$ cat src/rtl/accel_cmd_responder.sv
// Accelerator endpoint of the COP command/response interface: CSR accesses
// and a 4-cycle signed int8 dot product, one response per accepted command.
module accel_cmd_responder #(
    parameter int ID_WIDTH        = 12,
    parameter int REQ_DATA_WIDTH  = 256,
    parameter int RESP_DATA_WIDTH = 64
) (
    input  logic                       clk,
    input  logic                       rst_b,
    // Handshake: a command transfers on a rising clk edge where
    // accel_cmd_valid && accel_cmd_ready; the response channel has no ready.
    input  logic                       accel_cmd_valid,
    output logic                       accel_cmd_ready,
    input  logic [4:0]                 accel_cmd_opcode,
    input  logic [7:0]                 accel_cmd_hint,
    input  logic [ID_WIDTH-1:0]        accel_cmd_id,
    input  logic [REQ_DATA_WIDTH-1:0]  accel_cmd_data,
    output logic                       accel_resp_valid,
    output logic [ID_WIDTH-1:0]        accel_resp_id,
    output logic [RESP_DATA_WIDTH-1:0] accel_resp_data,
    output logic [0:0]                 dbg_state
);

    localparam logic [4:0] OP_NOP    = 5'h00;
    localparam logic [4:0] OP_CSR_WR = 5'h01;
    localparam logic [4:0] OP_CSR_RD = 5'h02;
    localparam logic [4:0] OP_DOT8   = 5'h03;

    localparam logic [0:0] ST_IDLE = 1'b0;
    localparam logic [0:0] ST_DOT  = 1'b1;

    logic [0:0]          state;
    logic [1:0]          k;
    logic [127:0]        op_a;
    logic [127:0]        op_b;
    logic [63:0]         acc;
    logic [ID_WIDTH-1:0] op_id;
    logic [63:0]         csr [8];
    logic [2:0]          csr_idx;
    logic                cmd_fire;

    logic signed [7:0]   lane_a;
    logic signed [7:0]   lane_b;
    logic signed [15:0]  lane_prod;
    logic signed [63:0]  dot_partial;

    logic                unused_hint;

    assign cmd_fire    = accel_cmd_valid && accel_cmd_ready;
    assign csr_idx     = accel_cmd_hint[2:0];
    assign dbg_state   = state;
    assign unused_hint = ^accel_cmd_hint[7:3];

    // Sum of the four lanes selected by k: lanes 4k..4k+3.
    always_comb begin
        dot_partial = '0;
        lane_a      = '0;
        lane_b      = '0;
        lane_prod   = '0;
        for (int j = 0; j < 4; j++) begin
            lane_a      = op_a[(int'(k) * 4 + j) * 8 +: 8];
            lane_b      = op_b[(int'(k) * 4 + j) * 8 +: 8];
            lane_prod   = lane_a * lane_b;
            dot_partial = dot_partial + 64'(lane_prod);
        end
    end

    always_ff @(posedge clk or negedge rst_b) begin
        if (!rst_b) begin
            state            <= ST_IDLE;
            k                <= '0;
            op_a             <= '0;
            op_b             <= '0;
            acc              <= '0;
            op_id            <= '0;
            accel_cmd_ready  <= 1'b0;
            accel_resp_valid <= 1'b0;
            accel_resp_id    <= '0;
            accel_resp_data  <= '0;
            for (int i = 0; i < 8; i++) begin
                csr[i] <= '0;
            end
        end else begin
            accel_resp_valid <= 1'b0;
            case (state)
                ST_IDLE: begin
                    accel_cmd_ready <= 1'b1;
                    if (cmd_fire) begin
                        if (accel_cmd_opcode == OP_DOT8) begin
                            state           <= ST_DOT;
                            accel_cmd_ready <= 1'b0;
                            k               <= '0;
                            acc             <= '0;
                            op_a            <= accel_cmd_data[127:0];
                            op_b            <= accel_cmd_data[255:128];
                            op_id           <= accel_cmd_id;
                        end else begin
                            accel_resp_valid <= 1'b1;
                            accel_resp_id    <= accel_cmd_id;
                            csr[7]           <= csr[7] + 64'd1;
                            case (accel_cmd_opcode)
                                OP_NOP: accel_resp_data <= '0;
                                OP_CSR_WR: begin
                                    accel_resp_data <= csr[csr_idx];
                                    // csr[7] is the read-only completion counter
                                    if (csr_idx != 3'd7) begin
                                        csr[csr_idx] <= accel_cmd_data[63:0];
                                    end
                                end
                                OP_CSR_RD: accel_resp_data <= csr[csr_idx];
                                default:   accel_resp_data <= '1;
                            endcase
                        end
                    end
                end
                ST_DOT: begin
                    k   <= k + 2'd1;
                    acc <= acc + dot_partial;
                    if (k == 2'd3) begin
                        state            <= ST_IDLE;
                        accel_cmd_ready  <= 1'b1;
                        accel_resp_valid <= 1'b1;
                        accel_resp_id    <= op_id;
                        accel_resp_data  <= acc + dot_partial;
                        csr[7]           <= csr[7] + 64'd1;
                    end
                end
                default: begin
                    state           <= ST_IDLE;
                    accel_cmd_ready <= 1'b0;
                end
            endcase
        end
    end

endmodule

$ cat config.mk
export PLATFORM = sky130hd
export DESIGN_NAME = accel_cmd_responder
export DESIGN_NICKNAME = d
export VERILOG_FILES = /design/src/rtl/accel_cmd_responder.sv
export SDC_FILE = /design/constraint.sdc
export NUM_CORES = 2
export LEC_CHECK = 0
export ABC_AREA = 1
export CAP_MARGIN = 10
export CORE_MARGIN = 2
export CORE_UTILIZATION = 55
export DETAILED_ROUTE_END_ITERATION = 7
export HOLD_SLACK_MARGIN = 0.05
export PLACE_DENSITY_LB_ADDON = 0.2
export SYNTH_ARGS = -nofsm -noshare
export SYNTH_HDL_FRONTEND = slang
export SYNTH_SLANG_ARGS = --single-unit
$ cat constraint.sdc
create_clock -name clk -period 13.13 [get_ports clk]
set_input_delay 1.313 -clock clk [delete_from_list [all_inputs] [get_ports clk]]
set_output_delay 1.313 -clock clk [all_outputs]
set_load 0.1 [all_outputs]
### After elaboration in Yosys (flattened, before gate mapping)

Cells that the tools add are included.

* flip-flop bits (word level): 925
* input bits: 284
* output and inout port bits: 79

* $add $sub $neg: 9
* $mul: 4
* order comparisons: 2
* eq/ne operators: 9
* shift operators: 8
* muxes and demuxes: 38
* bitwise gates (word level): 3
* reductions and logical operators: 8

Operators with widths (number)
* $mux 64: 13
* $shiftx 128x9->8: 6
* $bwmux 512: 1
* $pmux 64 s2: 4
* $shiftx 128x8->8: 2
* $bmux 64 s3: 1
* $demux 64 s3: 1
* $add 64x1->64 const B: 1
* $add 64x64->64: 1
* $mul 8x8->16: 4
* $mux 12: 3
* $pmux 12 s2: 1
* $add 18x16->19: 1
* $add 17x16->18: 1
* $add 16x16->17: 1
* $add 4x2->5 const B: 2
* $eq 5x2->1 const B: 2
* $mux 1: 8
* $ne 2x2->1 const B: 3
* $pmux 1 s2: 3
* $reduce_and 3->1: 2
* $add 4x1->5 const B: 1
* $eq 5x1->1 const B: 1
* $logic_not 5->1: 1
* other kinds (14): 17

### Depth between registers and ports, before layout

* depth in word-level cells: 11
* mapped depth: 51
* gate-level depth less buffers: 49

### Worst setup path before layout

OpenSTA, ideal clock, no wires.

* kind: register to register
* start point: reg k[0]
* end point: reg accel_resp_data[37]
* library setup time: 0.078 ns
* data arrival time: 9.547 ns
* path slack: 3.505 ns
* stages on the path, launching flop included: 44
* path buffers: 2
* period minus slack after synthesis: 9.625 ns
* path through: dfrtp_1 -> inv_1 -> clkbuf_1 -> clkbuf_1 -> nand2_1 -> a32oi_1 -> inv_1 -> nor2_1 -> inv_1 -> fa_1 -> inv_1 -> fa_1 -> inv_1 -> fa_1 -> inv_1 -> fa_1 -> fa_1 -> fa_1 -> [8 not listed] -> nand2_1 -> nand2_1 -> inv_1 -> nand3_1 -> nand2_1 -> ha_1 -> nand2_1 -> nor2_1 -> inv_1 -> nor2_1 -> inv_1 -> nor3_1 -> nand2_1 -> nand3_1 -> nand2_1 -> nand3b_1 -> nand3_1 -> a21oi_1

* word-level cells in the longest chain between the ends: 9

Ends and longest elaborated chain
* from (decl): RTL line 33 `logic [1:0] k;`
* from (signal assigned): RTL line 117 `k <= k + 2'd1;`
* $add 4x1->5: RTL line 61, 62
* $shiftx 128x9->8, on equally long branches: RTL line 61, 62
* $mul 8x8->16: RTL line 63 `lane_prod = lane_a * lane_b;`
* $add 16x16->17: RTL line 64 `dot_partial = dot_partial + 64'(lane_prod);`
* $add 17x16->18: RTL line 64
* $add 18x16->19: RTL line 64
* $add 64x64->64: RTL line 124 `accel_resp_data <= acc + dot_partial;`
* $mux 64: RTL line 119 `if (k == 2'd3) begin`
* $pmux 64 s2: RTL line 85 `case (state)`
* to (signal assigned): RTL line 104 `accel_resp_data <= csr[csr_idx];`
* to (signal assigned): RTL line 110 `OP_CSR_RD: accel_resp_data <= csr[csr_idx];`
* to (signal assigned): RTL line 124
* to (decl): RTL line 20 `output logic [RESP_DATA_WIDTH-1:0] accel_resp_data,`

Several ways; a longest one is shown, not always the timed one. The select of a mux whose other input is x is not followed.
A chain may end at the register's enable or synchronous reset.

### Worst setup path after layout

* start point: reg k[1]
* end point: reg accel_resp_data[57]

Same word-level chain as after synthesis.

==> out/qor.yml <==
setup_path:
  path_class: "register to register"
  cp.arrival_ps: 12190
  crit_family: "adder cells"
  cp_slowest_stage_delay_ps: 930
  startpoint_type: "register"
  slowest_stage: "a32oi_1"
  crit_top_cell: "fa_1"
  cp.required_ps: 13720
  end_kind: "register"
  path_buf_inv: 10
  cp_max_fo: 59
  rrSetupSlack_ps: 1540
floorplan:
  core_area_um2: 101400
  initial_core_util: 0.5528
  die_area_um2: 104500
  ios: 363
  die_w_um: 323.3
  rows: 117
  die_y_um: 323.3
clock_tree:
  cts_hold_buffers: 0
  cts_tree: "done"
  ctsResizeCount: 0
  cts.path.max_buffers: 3
  clock-root-buffer: "clkbuf_16"
  cts.sinks: 925
  post_cts_buffers: 0
  cts.htree.levels: 3
  path_clk_slew_ps: 70
  clkLatencyLatePin_ps: 720
  cts_buffers: 98
timing:
  hold_ws_ps: 478.6
  relSlewSlack: 0.07413
  rsz0062_at_grt: "no"
  hold_viol: 0
  fin_setup_tns_ps: 0
  fmax_mhz: 86.26
  fin_crit_sh: 0.8829
  skew_ps: 59.72
  min_period_ps: 11590
  setup_viol: 0
  tightest_slew_ps: 1389
  slew_violations: 0
run_status:
  status: "completed"
detailed_routing:
  drc: 0
  wl_met2_um: 81540
  wl_per_cell_um: 22.63
  ant_nets: 0
  wirelength_um: 187500
  drtIter0Drc: 5353
  top_layer_used: "met5"
  num_vias: 47790
  vias_per_cell: 5.767
  firstDrtPassIters: 6
  wl_met1_um: 78490
  dr_wl_met3_um: 19750
logic_synthesis:
  synth_nets: 7361
  synth_edf_count: 0
  yosysUniqueCellTypes: 52
  synth_area_um2: 56080
  ys_seq_area_frac: 0.4127
  synth_warnings: 0
  synth_top_flop_cell: "dfrtp_1"
  ys_async_sr_fraction: 1.000
  syn_area_per_cell_um2: 8.515
  syn_inst: 6586
  ys_seq_elements: 925
cells_and_area:
  layout_common_cells: "1707 x nand2_1, 923 x dfrtp_1, 773 x inv_1"
  drive_gt1_frac: 0.06867
  instances_no_fill: 8287
  syn_to_final_growth_pct: 14.67
  finish.net_count: 7599
  final_common_cell: "nand2_1"
  fill_cells: 8855
placed_design:
  io_buffers: 357
  place.gp.congestion: 0.9909
  placed_cells: 8092
  dp_hpwl_um: 139100
grt:
  grt_use_total: 0.3606
  gr-total-overflow: 0
  grt_pass1_wl_um: 281900
  grt_antenna_before_repair: 16
  grt_pass1_vias: 45950
  grt_max_degree: 229
hold_path:
  holdCritPathClass: "register to register"
flow_run:
  maxCapViolations: 0
==> per-layer routing <==
layer  up-vias  track usage
li1      21830            -
met1     23520       0.5173
met2      2112       0.5225
met3       329      0.09379
met4         4       0.1438
met5         -            0
==> path summary, 6_finish.rpt <==
path | startpoint | end | cells past startpoint
setup / recovery | k[1] | accel_resp_data[57] | 39
hold / removal | csr[446] | csr[446] | 2
setup reg to reg | k[1] | accel_resp_data[57] | 39
hold reg to reg | csr[446] | csr[446] | 2
max in group asynchronous | rst_b | op_id[7] | 4
min in group asynchronous | rst_b | accel_resp_data[31] | 1
==> cells by family (layout without fill, tap and decap cells) <==
kind of cell             count (synthesis)  count (layout)  share of synthesized area
other                                    0              16                          0
XOR/XNOR                                76              76                    0.01187
AO/OA/AOI/OAI                         1240            1240                     0.1242
multiplexers                           197             197                    0.03956
adder cells (fa/ha/maj)                491             491                     0.1533
flip-flops                             925             925                     0.4127
AND/OR/NAND/NOR                       2584            2584                     0.1851
buffers and inverters                 1073            1390                    0.07322
==> registers in the layout, indices dropped and copies added, names as in the netlist <==
name	cells
accel_resp_id	12
op_a	128
acc	64
op_b	128
accel_resp_data	64
accel_cmd_ready	1
k	2
op_id	12
csr	512
accel_resp_valid	1
dbg_state	1
==> per-stage QoR <==
step / util / setup WS (ps) / cell area, µm²
3_3_place_gp: 0.6004 / 1934 / 60910
2_1_floorplan: - / 3505 / 56080
6_report: 0.6339 / 1537 / 64310
4_1_cts: 0.6335 / 1825 / 64270
5_1_grt: 0.6338 / 816.1 / 64300
3_5_place_dp: 0.6004 / 1923 / 60910
==> area by class of cell <==
class                   count  area (µm²)  area share
multi-input cells        4588       28940      0.4500
flip-flops and latches    925       23150      0.3600
repair buffers            427        4161     0.06471
inverters                 784        2948     0.04584
clock buffers             138        2793     0.04343
well taps                1368        1712     0.02662
clock inverters            41       565.5    0.008794
diodes                     16       40.04   0.0006226
==> worst min-delay path, stage by stage, from the launching register on <==
cell	delay, ps
dfrtp_1	330
nand2_1	50
o21ai_0	60
==> Yosys cell counts (all sizes together) (14+ instances only) <==
cell	number	area (µm²)
a31oi	14	87.58
a22oi	65	488.0
a221oi	22	192.7
mux2	197	2218
fa	327	6546
o21bai	14	105.1
nor3	51	286.5
nor2	528	2002
a32oi	61	534.3
ha	164	2052
a21oi	250	1251
dfrtp	925	23150
inv	781	2932
nand3	172	878.4
xor2	62	543.0
o21ai	739	3699
clkbuf	189	709.4
buf	100	454.2
xnor2	14	122.6
nand2	1718	6464
nand4	87	550.5
o2111ai	18	157.7
Power is left out: the tool's default activity adds up to more than one toggle a clock period on the data nets, which glitch-free logic cannot reach.
